--- src/rtl/rst_seq_pkg.sv ---
// ----------------------------------------------------------------------------
// rst_seq_pkg : shared types and helpers for the reset sequencer
// Rev 1.0
// ----------------------------------------------------------------------------
`default_nettype none

package rst_seq_pkg;

  typedef enum logic [1:0] {
    ST_HOLD    = 2'b00,
    ST_RELEASE = 2'b01,
    ST_RUN     = 2'b10
  } rst_seq_state_e;

  localparam logic [1:0] c_cause_ext  = 2'b01;
  localparam logic [1:0] c_cause_soft = 2'b10;

  function automatic int max2(input int a, input int b);
    return (a > b) ? a : b;
  endfunction

endpackage

`default_nettype wire

--- src/rtl/areset_sync.sv ---
// ----------------------------------------------------------------------------
// areset_sync : asynchronous-assert, synchronous-release reset synchroniser
// Rev 1.0
// ----------------------------------------------------------------------------
`default_nettype none

module areset_sync #(
  parameter int RST_POL = 0,
  parameter int STAGES  = 2
) (
  input  logic clk,
  input  logic i_arst,
  output logic o_rst
);

  logic [STAGES-1:0] r_sync;

  if (RST_POL == 0) begin : g_active_low
    always_ff @(posedge clk or negedge i_arst) begin
      if (!i_arst) r_sync <= '0;
      else         r_sync <= {r_sync[STAGES-2:0], 1'b1};
    end
  end else begin : g_active_high
    always_ff @(posedge clk or posedge i_arst) begin
      if (i_arst) r_sync <= '1;
      else        r_sync <= {r_sync[STAGES-2:0], 1'b0};
    end
  end

  assign o_rst = r_sync[STAGES-1];

endmodule

`default_nettype wire

--- src/rtl/reset_seq_ctl.sv ---
// ----------------------------------------------------------------------------
// reset_seq_ctl : staggered release of NUM_RST synchronous resets
// Optional macro RESET_SEQ_CAUSE_EN adds the o_rst_cause output.  Rev 1.0
// ----------------------------------------------------------------------------
`default_nettype none

module reset_seq_ctl
  import rst_seq_pkg::*;
#(
  parameter int NUM_RST     = 3,
  parameter int SYNC_STAGES = 2,
  parameter int GAP_CYCLES  = 4,
  parameter int HOLD_CYCLES = 8
) (
  input  logic               clk,
  input  logic               i_ext_resetn_async,
  input  logic               i_soft_rst_req,
  output logic [NUM_RST-1:0] o_resetn_sync,
  output logic               o_seq_done,
`ifdef RESET_SEQ_CAUSE_EN
  output logic               o_busy,
  output logic [1:0]         o_rst_cause
`else
  output logic               o_busy
`endif
);

  localparam int c_cnt_w = $clog2(max2(GAP_CYCLES, HOLD_CYCLES) + 1);
  localparam logic [c_cnt_w-1:0] c_hold_term = c_cnt_w'(HOLD_CYCLES - 1);
  localparam logic [c_cnt_w-1:0] c_gap_term  = c_cnt_w'(GAP_CYCLES - 1);
  localparam logic [NUM_RST-1:0] c_first     = NUM_RST'(1);

  if (NUM_RST < 1 || NUM_RST > 8) begin : g_bad_num_rst
    $error("reset_seq_ctl: NUM_RST out of range 1..8");
  end
  if (SYNC_STAGES < 2 || SYNC_STAGES > 8) begin : g_bad_sync_stages
    $error("reset_seq_ctl: SYNC_STAGES out of range 2..8");
  end
  if (GAP_CYCLES < 1 || GAP_CYCLES > 255) begin : g_bad_gap
    $error("reset_seq_ctl: GAP_CYCLES out of range 1..255");
  end
  if (HOLD_CYCLES < 1 || HOLD_CYCLES > 255) begin : g_bad_hold
    $error("reset_seq_ctl: HOLD_CYCLES out of range 1..255");
  end

  logic                 w_sync_rstn;
  logic [NUM_RST-1:0]   w_next_resetn;
  rst_seq_state_e       r_state;
  logic [c_cnt_w-1:0]   r_cnt;
  logic [c_cnt_w-1:0]   r_hold_term;
  logic [NUM_RST-1:0]   r_resetn;
  logic                 r_seq_done;
  logic                 r_busy;

  areset_sync #(
    .RST_POL (0),
    .STAGES  (SYNC_STAGES)
  ) u_areset_sync (
    .clk    (clk),
    .i_arst (i_ext_resetn_async),
    .o_rst  (w_sync_rstn)
  );

  // Outputs release as a thermometer code filling from bit 0 upward.
  assign w_next_resetn = (r_resetn << 1) | c_first;

  always_ff @(posedge clk or negedge i_ext_resetn_async) begin
    if (!i_ext_resetn_async) begin
      r_state     <= ST_HOLD;
      r_cnt       <= '0;
      r_hold_term <= '0;
      r_resetn    <= '0;
      r_seq_done  <= 1'b0;
      r_busy      <= 1'b1;
    end else if (!w_sync_rstn) begin
      r_state     <= ST_HOLD;
      r_cnt       <= '0;
      r_hold_term <= '0;
      r_resetn    <= '0;
      r_seq_done  <= 1'b0;
      r_busy      <= 1'b1;
    end else if (i_soft_rst_req) begin
      r_state     <= ST_HOLD;
      r_cnt       <= '0;
      r_hold_term <= c_hold_term;
      r_resetn    <= '0;
      r_seq_done  <= 1'b0;
      r_busy      <= 1'b1;
    end else begin
      case (r_state)
        ST_HOLD: begin
          if (r_cnt == r_hold_term) begin
            r_resetn <= c_first;
            r_cnt    <= '0;
            if (NUM_RST == 1) begin
              r_state    <= ST_RUN;
              r_seq_done <= 1'b1;
              r_busy     <= 1'b0;
            end else begin
              r_state <= ST_RELEASE;
            end
          end else begin
            r_cnt <= r_cnt + 1'b1;
          end
        end
        ST_RELEASE: begin
          if (r_cnt == c_gap_term) begin
            r_resetn <= w_next_resetn;
            r_cnt    <= '0;
            if (w_next_resetn[NUM_RST-1]) begin
              r_state    <= ST_RUN;
              r_seq_done <= 1'b1;
              r_busy     <= 1'b0;
            end
          end else begin
            r_cnt <= r_cnt + 1'b1;
          end
        end
        ST_RUN: begin
          r_cnt <= '0;
        end
        default: begin
          r_state  <= ST_HOLD;
          r_cnt    <= '0;
          r_resetn <= '0;
          r_busy   <= 1'b1;
        end
      endcase
    end
  end

  assign o_resetn_sync = r_resetn;
  assign o_seq_done    = r_seq_done;
  assign o_busy        = r_busy;

`ifdef RESET_SEQ_CAUSE_EN
  logic [1:0] r_rst_cause;

  // Soft requests are only accepted once the synchronised reset is released.
  always_ff @(posedge clk or negedge i_ext_resetn_async) begin
    if (!i_ext_resetn_async) begin
      r_rst_cause <= c_cause_ext;
    end else if (w_sync_rstn && i_soft_rst_req) begin
      r_rst_cause <= c_cause_soft;
    end
  end

  assign o_rst_cause = r_rst_cause;
`endif

endmodule

`default_nettype wire
--- config.mk ---
export PLATFORM = sky130hd
export DESIGN_NAME = reset_seq_ctl
export DESIGN_NICKNAME = d
export VERILOG_FILES = /design/src/rtl/rst_seq_pkg.sv /design/src/rtl/areset_sync.sv /design/src/rtl/reset_seq_ctl.sv
export SDC_FILE = /design/constraint.sdc
export NUM_CORES = 1
export LEC_CHECK = 0
export ABC_AREA = 1
export ABC_CLOCK_PERIOD_IN_PS = 1700
export BUFFER_PORTS_ARGS = -buffer_cell sky130_fd_sc_hd__buf_2
export CORE_AREA = 2 2 39 41
export DETAILED_ROUTE_END_ITERATION = 10
export DIE_AREA = 0 0 41 43
export PLACE_DENSITY = 0.69
export SYNTH_ARGS = -nofsm -noshare
export SYNTH_HDL_FRONTEND = slang
export SYNTH_SLANG_ARGS = --single-unit
--- constraint.sdc ---
create_clock -name clk -period 1.7 [get_ports clk]
set_input_delay 0.085 -clock clk [delete_from_list [all_inputs] [get_ports clk]]
set_output_delay 0.085 -clock clk [all_outputs]
set_load 0.01 [all_outputs]
==> results of run 1 <==
-- power by group through the flow --
stage / clock network, uW / logic (uW) / registers [uW]
after global routing: 218 / 80.8 / 364
after detailed placement: 0 / 68.1 / 368
after CTS: 201 / 70.1 / 361
after global placement: 0 / 67.4 / 368
after floorplan: 0 / 43.9 / 368
final: 196 / 68.5 / 362
-- critical path, cell delays in order (launching register included) --
cell	delay (ns)
dfrtp_1	0.42
ha_1	0.21
nand2_2	0.08
nor2_4	0.12
nor2_1	0.07
nor2_2	0.11
nand2_2	0.09
nand2_1	0.06
nand2_1	0.04
-- final timing paths --
path / to / slack [ns] / cells after the start
max: o_resetn_sync[2] / 0.39 / 8
min: r_hold_term[1] / 0.09 / 3
max reg2reg: o_resetn_sync[2] / 0.39 / 8
min reg2reg: u_areset_sync.r_sync[1] / 0.36 / 0
max in group asynchronous: o_busy / 1.20 / 2
min in group asynchronous: r_cnt[2] / 0.21 / 2
-- registers in the layout, indices dropped and copies added (netlist names) --
register	cells
o_busy	1
o_resetn_sync	3
o_seq_done	1
r_cnt	4
r_hold_term	1
r_state	2
u_areset_sync.r_sync	2
-- cell type report --
| type | count | area share [%] |
|---|---|---|
| timing repair buffer | 8 | 6.112 |
| inverter | 10 | 5.093 |
| sequential | 14 | 47.71 |
| clock buffer | 4 | 3.565 |
| multi-input combinational | 53 | 34.80 |
| tap | 16 | 2.716 |
-- metal layers --
metal / GRT usage, % / wire, um / vias to the layer above
li1: - / - / 266
met1: 20.00 / 494 / 236
met2: 21.88 / 521 / 8
met3: 3.141 / 43 / 2
met4: 8.000 / 11 / 0
met5: 0 / 0 / -
-- placed cells by master, fill, tap and decap left out --
cell           synthesis  routed
nor3_1                 1       1
o21ai_0                3       3
dfstp_2                1       1
xor2_1                 1       1
inv_2                  2       2
nand3_1                7       7
dlygate4sd3_1          0       1
a21oi_1                3       3
nor2_1                14      14
ha_1                   1       1
dfrtp_1               13      13
o21bai_1               1       1
nor2_2                 2       2
buf_2                  0       7
nand2_1               14      14
clkbuf_1               0       1
nand2_2                2       2
nand4_1                1       1
or2_2                  1       1
inv_1                  8       8
nor2_4                 1       1
clkbuf_4               0       3
conb_1                 1       1
-- stage by stage --
step / instances / setup slack, ns / util [%] / cell area, um2
4_1_cts: 105 / 0.3861 / 53.25 / 737.0
3_5_place_dp: 100 / 0.3948 / 50.63 / 700.7
2_1_floorplan: 77 / 0.5296 / - / 645.6
6_report: 105 / 0.3913 / 53.25 / 737.0
3_3_place_gp: 100 / 0.4160 / 50.63 / 700.7
5_1_grt: 105 / 0.2870 / 53.25 / 737.0
-- cell families after synthesis --
logic type	synth area share (%)
other	0.5808
and+or+nand+nor	30.04
AOI/OAI and AO/OA	5.813
adders and majority gates	1.938
DFF	54.46
xor gates and xnor gates	1.357
buffers and inverters	5.815
-- repair_timing --
action                                 4_1_cts  5_1_grt
endpoints found under the hold margin       14        0
hold buffers                                 1        0
gates resized for setup                      0        0
==> results_dict.tcl, run 1 <==
set metrics [dict create \
    status "finished clean" \
    die-area_um2 1763 \
    period_needed_ns 1.309 \
    clkTransAtPathRegs_ns 0.08 \
    overflow 0 \
    ant_nets 0 \
    ys.flop_type "dfrtp_1" \
    synth-edff-count 0 \
    syn_area_um2 645.6 \
    nets 94 \
    cp.arrival_ns 1.48 \
    place.gp.congestion 0.8516 \
    synth.avg_cell_area_um2 8.385 \
    ys_top_cells_by_area "dfrtp_1, nand2_1, nor2_1" \
    coreArea_um2 1384 \
    final_max_slew_viol_count 0 \
    synth_top_area_cell "dfrtp_1" \
    cts_made_buffers 3 \
    cts.path.max_buffers 2 \
    placement_rows 14 \
    initial_utilization_pct 46.65 \
    post-route-period-util_pct 76.98 \
    drt-total-wl_um 1071 \
    grt_pass1_vias 427 \
    seqCellArea_um2 351.6 \
    leakagePower_uw 0.0003982 \
    antenna_found_initial 0 \
    path_max_fanout 5 \
    grt_max_degree 15 \
    areaGrowthSynthToFinish_pct 14.15 \
    synth.yosys.seq_area_share_pct 54.46 \
    ir_drop_mv 0.5328 \
    h-tree-depth 1 \
    final.setup.tns_ns 0 \
    max-cap-violations 0 \
    antenna_cells 0 \
    cp-start-kind "flip-flop" \
    final-hold-violation-count 0 \
    clock_skew_ns 0.006519 \
    die_x_um 41 \
    drive_above_1_share_pct 21.35 \
    pin_count 8 \
    hp-class "in -> reg" \
    total_power_uw 626.8 \
    cts_setup_buffers 0 \
    dr.pass1.iters 4 \
    grt_pass1_wl_um 1731 \
    post-dp-hpwl_um 809.5 \
    rsz0062_at_grt "false" \
    power_frac_clock_pct 31.3 \
    worstPathRequired_ns 1.87 \
    nFillCells 125 \
    cp-end-kind "flip-flop" \
    power_density_nw_per_um2 850.5 \
    clockRootBuffer "clkbuf_4" \
    synth-seq-cells 14 \
    portBuffers 7 \
    switchingPower_uw 163.8 \
    min_from "i_soft_rst_req" \
    worstReg2RegStart "r_cnt[0]" \
    cts_tree "done" \
    num_vias 512 \
    crit_path_start "r_cnt[0]" \
    fmax_mhz 764.1 \
    die_h_um 43 \
    async_flop_share_pct 100.0 \
    intPower_uw 463.0 \
    crit_type "reg -> reg" \
    yosysWarningCount 0 \
    cts.sinks 14 \
    drt-vias-per-instance 4.876 \
    setup_viol 0 \
    drc 0 \
    synth_top_area_share_pct 50.39 \
    track_usage_pct 14.97 \
    p_sw_share_pct 26.13 \
    synthDistinctLibCells 19 \
    synthCells 77 \
    ys_top_cells_by_count "nand2_1, nor2_1, dfrtp_1, inv_1, nand3_1" \
    drt_iter0_drc 18 \
    multi_input_area_um2 256.5 \
    power_frac_seq_pct 57.7 \
    clock_latency_ns 0.28 \
    combPwrFrac_pct 10.9 \
    wl_per_cell_um 10.20 \
    fin_hold_ws_ns 0.09001 \
    syn_nets 81 \
]
Note: power is estimated with default switching activity, not from simulation.
==> inputs of run 2 (changes only) <==
Settings changed: ABC_AREA 1 to 0, ABC_CLOCK_PERIOD_IN_PS 1700 to 1350.
Clock period 1.7 ns to 1.35 ns, I/O delays scaled along.
==> run 2 against run 1 <==
Compared with the run above:
- the run now ends with negative setup slack left
- non-clock buffer count rose by 8
- cell count fell by 14%
- setup slack got worse by 0.60 ns
- design area rose by 19%
- count of clock-buffer cells in the layout did not move
==> results_dict.tcl, run 2 <==
set metrics [dict create \
    wl_met3_um 32 \
    async_flop_share_pct 100.0 \
    synth-seq-cells 14 \
    ys_top_cells_by_area "dfrtp_1, dfstp_2, a211oi_2" \
    h-tree-depth 1 \
    yosysWarningCount 0 \
    final_common_cell "dfrtp_1" \
    ys_top_cells_by_count "dfrtp_1, nand2b_1, nor2_1, o22ai_1" \
    seqCellArea_um2 351.6 \
    coreArea_um2 1384 \
    max-cap-violations 0 \
    multi_input_area_um2 356.6 \
    synth_most_common_cell "dfrtp_1" \
    clock_latency_ns 0.27 \
    syn_area_um2 656.9 \
    die-area_um2 1763 \
    wl_per_cell_um 14.66 \
    cp.arrival_ns 1.71 \
    num_vias 509 \
    grt_pass1_wl_um 2194 \
    rr_worst_depth 3 \
    cp-end-kind "flip-flop" \
    post-dp-hpwl_um 879.1 \
    synth_top_area_share_pct 49.52 \
    post-route-period-util_pct 115.2 \
    stdcell_area_um2 877.1 \
    met2_length_um 656 \
    drt_iter0_drc 8 \
    status "complete, but fails checks" \
    crit_type "reg -> reg" \
    clock_skew_ns 0.002551 \
    track_usage_pct 18.69 \
    leakagePower_uw 0.0003798 \
    place_area_um2 767.0 \
    clkTransAtPathRegs_ns 0.08 \
    grt_pass1_vias 510 \
    cts_tree "done" \
    synth_top_area_cell "dfrtp_1" \
    setup_viol 10 \
    syn_nets 59 \
    nets 79 \
    initial_utilization_pct 47.47 \
    maxUsedRoutingLayer "met3" \
    largest_reg_flops 4 \
    cp-start-kind "flip-flop" \
    cts.path.max_buffers 2 \
    cts_made_buffers 3 \
    die_x_um 41 \
    ant_nets 0 \
    die_h_um 43 \
    antenna_found_initial 0 \
    ir_drop_mv 0.5985 \
    final-hold-violation-count 0 \
    drt-total-wl_um 1319 \
    synthDistinctLibCells 31 \
    pin_count 8 \
    placement_rows 14 \
    nFillCells 102 \
    violations "negative setup slack" \
    synth-edff-count 0 \
    final.setup.tns_ns -1.167 \
    synth.yosys.seq_area_share_pct 53.52 \
    cp_slowest_cell "or4_4" \
    period_needed_ns 1.555 \
    power_density_nw_per_um2 940.7 \
    worstPathRequired_ns 1.51 \
    drt-vias-per-instance 5.656 \
    ys.flop_type "dfrtp_1" \
    hp-class "in -> reg" \
    layout_setup_ws_ns -0.2051 \
    drc 0 \
    rsz0062_at_grt "true" \
    wirelength_met1_um 630 \
    final_max_slew_viol_count 0 \
    max_stage_delay_ns 0.58 \
    path_cells "or4_4, a211oi_4, and4b_1" \
    portBuffers 7 \
    grt_max_degree 15 \
    clockRootBuffer "clkbuf_4" \
    largest_register "r_cnt" \
    min_path_cells 2 \
    areaGrowthSynthToFinish_pct 33.52 \
    mostFrequentLayoutCells "dfrtp_1, buf_2, buf_4" \
    dr.pass1.iters 6 \
    synth.avg_cell_area_um2 11.94 \
    synthCells 55 \
    cts.sinks 14 \
    drive_above_1_share_pct 45.95 \
    overflow 0 \
    antenna_cells 0 \
    path_max_fanout 3 \
    place.gp.congestion 0.7700 \
    finish.utilization_pct 63.38 \
    fmax_mhz 643.0 \
]
run 2: changes by cell type after synthesis, sizes merged, moves of 3 or more:
cell and delta:
nand2 -15, nand3 -5, inv -9, nor2 -14, or3b +3, nand2b +3, o22ai +3
run 2: kinds of logic after synthesis:
| family | count (synthesis) | synth area share, % |
|---|---|---|
| and+or+nand+nor | 21 | 22.29 |
| AOI/OAI and AO/OA | 13 | 16.00 |
| other | 1 | 0.5709 |
| buffers and inverters | 2 | 1.332 |
| DFF | 14 | 53.52 |
| adders and majority gates | 1 | 1.904 |
| muxes | 2 | 3.048 |
| xor gates and xnor gates | 1 | 1.334 |
run 2: timing repair:
action,CTS,global route
setup buffers,1,0
resized for setup,7,3
hold buffers,1,0
setup endpoints to repair,10,11
pin swaps,3,5
hold endpoints to repair,14,0
run 2: power by group:
part | switching, uW | total, uW | internal (uW)
logic | 45.9 | 96.3 | 50.4
registers | 12.2 | 442 | 430
clock network | 123 | 286 | 164
total | 181 | 825 | 644
run 2: layer usage:
layer	global-route usage, %	vias to the layer above
met5	0	-
met4	8.000	0
met3	3.141	0
met2	26.56	7
met1	27.70	257
li1	-	245
run 2: path summary, 6_finish.rpt:
kind / start / end / slack [ns]
max reg2reg: r_hold_term[1] / r_cnt[1] / -0.21
min reg2reg: u_areset_sync.r_sync[0] / u_areset_sync.r_sync[1] / 0.36
min in group asynchronous: i_ext_resetn_async / o_resetn_sync[2] / 0.21
max: r_hold_term[1] / r_cnt[1] / -0.21
max in group asynchronous: i_ext_resetn_async / o_busy / 0.86
min: i_soft_rst_req / r_hold_term[1] / 0.03
run 2: final cells by class:
class                      instances  share of cell area, %
sequential                        14                  40.09
tap                               16                  2.282
multi-input combinational         39                  40.66
clock buffer                       4                  4.137
inverter                           1                 0.4280
timing repair buffer              16                  12.41
run 2: metrics by stage:
step	power (uW)	cells	worst slack, ns	hold WS, ns
6_report	825.0	90	-0.2051	0.02622
5_1_grt	864.8	90	-0.2594	0.03610
4_1_cts	829.9	90	-0.1698	0.02308
3_5_place_dp	525.7	84	-0.1910	-0.02274
3_3_place_gp	526.1	84	-0.1899	-0.02494
2_1_floorplan	494.6	55	-0.1869	-0.2281
run 2: critical path: cells and delay by family (launching register included):
| family | cells | cell delay [ns] |
|---|---|---|
| DFF | 1 | 0.38 |
| and+or+nand+nor | 2 | 0.81 |
| AOI/OAI and AO/OA | 1 | 0.26 |
==> inputs of run 3 (changes only) <==
Settings changed: ABC_AREA 0 to 1.
==> run 3 against run 2 <==
Compared with the run above:
- the run now ends clean
- wire length down 17%
- core utilization down 8.2 points
- via count unchanged
- clock skew up 0.0045 ns
- non-clock buffer count down 7
- largest power group unchanged
==> results_dict.tcl, run 3 (same netlist as run 1, synthesis figures left out) <==
set metrics [dict create \
    p_sw_share_pct 24.73 \
    crit_type "reg -> reg" \
    drt-total-wl_um 1099 \
    cp.arrival_ns 1.45 \
    drc 0 \
    grt_pass1_vias 475 \
    place_ws_ns 0.07350 \
    grt_max_degree 15 \
    h-tree-depth 1 \
    num_vias 509 \
    coreArea_um2 1384 \
    cp-end-kind "flip-flop" \
    combPwrFrac_pct 11.5 \
    layout_setup_ws_ns 0.06109 \
    fin_hold_ws_ns 0.08401 \
    rr_worst_depth 8 \
    cts.path.max_buffers 2 \
    max-cap-violations 0 \
    switchingPower_uw 209.1 \
    post-route-period-util_pct 95.48 \
    power_frac_seq_pct 53.6 \
    intPower_uw 636.4 \
    initial_utilization_pct 46.65 \
    die_x_um 41 \
    ir_drop_mv 0.5761 \
    hp-class "in -> reg" \
    place.gp.congestion 0.8424 \
    fmax_mhz 775.8 \
    period_needed_ns 1.289 \
    portBuffers 7 \
    overflow 0 \
    pin_count 8 \
    clkTransAtPathRegs_ns 0.08 \
    antenna_found_initial 0 \
    largest_register "r_cnt" \
    die-area_um2 1763 \
    clock_skew_ns 0.007099 \
    power_density_nw_per_um2 1108 \
    worstPathRequired_ns 1.51 \
    path_max_fanout 4 \
    regToRegEndpoint "o_resetn_sync[2]" \
    final-hold-violation-count 0 \
    clockRootBuffer "clkbuf_4" \
    wl_per_cell_um 10.37 \
    leakagePower_uw 0.0004061 \
    r2r_slack_ns 0.06 \
    crit_path_start "r_cnt[1]" \
    status "finished clean" \
    mostFrequentLayoutCells "nand2_1, nor2_1, dfrtp_1" \
    crit_path_end "o_resetn_sync[2]" \
    grt_pass1_wl_um 1876 \
    power_frac_clock_pct 34.9 \
    ant_nets 0 \
    drive_above_1_share_pct 26.67 \
    drt-vias-per-instance 4.802 \
    drt_iter0_drc 8 \
    cts_tree "done" \
    final_common_cell "nand2_1" \
    worstReg2RegStart "r_cnt[1]" \
    die_h_um 43 \
    cts_made_buffers 3 \
    setup_viol 0 \
    final_max_slew_viol_count 0 \
    cp-start-kind "flip-flop" \
    clock_latency_ns 0.28 \
    antenna_cells 0 \
    dr.pass1.iters 2 \
    areaGrowthSynthToFinish_pct 18.22 \
    nets 95 \
    post-dp-hpwl_um 850.2 \
    cts.sinks 14 \
    placement_rows 14 \
    rsz0062_at_grt "true" \
    track_usage_pct 16.15 \
    total_power_uw 845.5 \
    largest_reg_flops 4 \
]
## run 3: cell types whose count changed in the layout (fill, tap and decap cells not counted), moves of 3 or more
cell / change
nor2_2: +3
buf_4: -6
nor2_1: +10
nand2b_1: -3
nand3_1: +6
inv_1: +7
nand2_1: +13
## run 3: layout make-up
type                            count  area (um2)
Clock buffer                        4       36.28
Fill cell                         143       620.6
Inverter                           10       37.54
Multi-Input combinational cell     53       265.3
Sequential cell                    14       351.6
Tap cell                           16       20.02
Timing Repair Buffer                9       52.55
## run 3: worst max-delay path: stages, from the launching register on
cell and delay [ns]:
dfrtp_1 0.39, ha_2 0.20, nand2_2 0.07, nor2_4 0.12, nor2_2 0.06, nor2_2 0.12
nand2_2 0.11, nand2_1 0.06, nand2_1 0.05
## run 3: worst min path at each step
stage / slack, ns / end / cells past startpoint / from
5_1_grt: 0.08 / r_hold_term[1] / 3 / i_soft_rst_req
2_1_floorplan: -0.23 / o_resetn_sync[0] / 0 / i_ext_resetn_async
6_report: 0.08 / r_hold_term[1] / 3 / i_soft_rst_req
4_1_cts: 0.08 / r_hold_term[1] / 3 / i_soft_rst_req
3_3_place_gp: -0.02 / r_cnt[3] / 1 / i_ext_resetn_async
3_5_place_dp: -0.02 / r_cnt[3] / 1 / i_ext_resetn_async
## run 3: power groups by stage
stage | Combinational [uW] | Sequential [uW] | Clock, uW
5_1_grt | 111 | 456 | 326
3_5_place_dp | 91.9 | 461 | 0
3_3_place_gp | 90.3 | 461 | 0
4_1_cts | 94.4 | 453 | 301
6_report | 97.0 | 453 | 295
2_1_floorplan | 55.3 | 463 | 0
## run 3: through the flow
| step | util [%] | TNS, ns | area [um2] | instances |
|---|---|---|---|---|
| global route | 55.15 | -0.1221 | 763.2 | 106 |
| detailed placement | 51.18 | 0 | 708.2 | 101 |
| CTS | 54.52 | 0 | 754.5 | 106 |
| global placement | 51.18 | 0 | 708.2 | 101 |
| floorplan | - | 0 | 645.6 | 77 |
| finish | 55.15 | 0 | 763.2 | 106 |
## run 3: repair_timing
item / in CTS / in global routing
buffers inserted: 0 / 0
resized for setup: 0 / 3
endpoints found under the hold margin: 14 / 0
endpoints found under the setup margin: 0 / 4
hold buffers: 1 / 0
## run 3: per-layer routing
layer	global-route usage (%)	part of all wire (%)	vias to the layer above
li1	-	-	263
met1	18.82	45	234
met2	24.69	49	7
met3	3.141	2.6	5
met4	12.00	2.7	0
met5	0	0	-
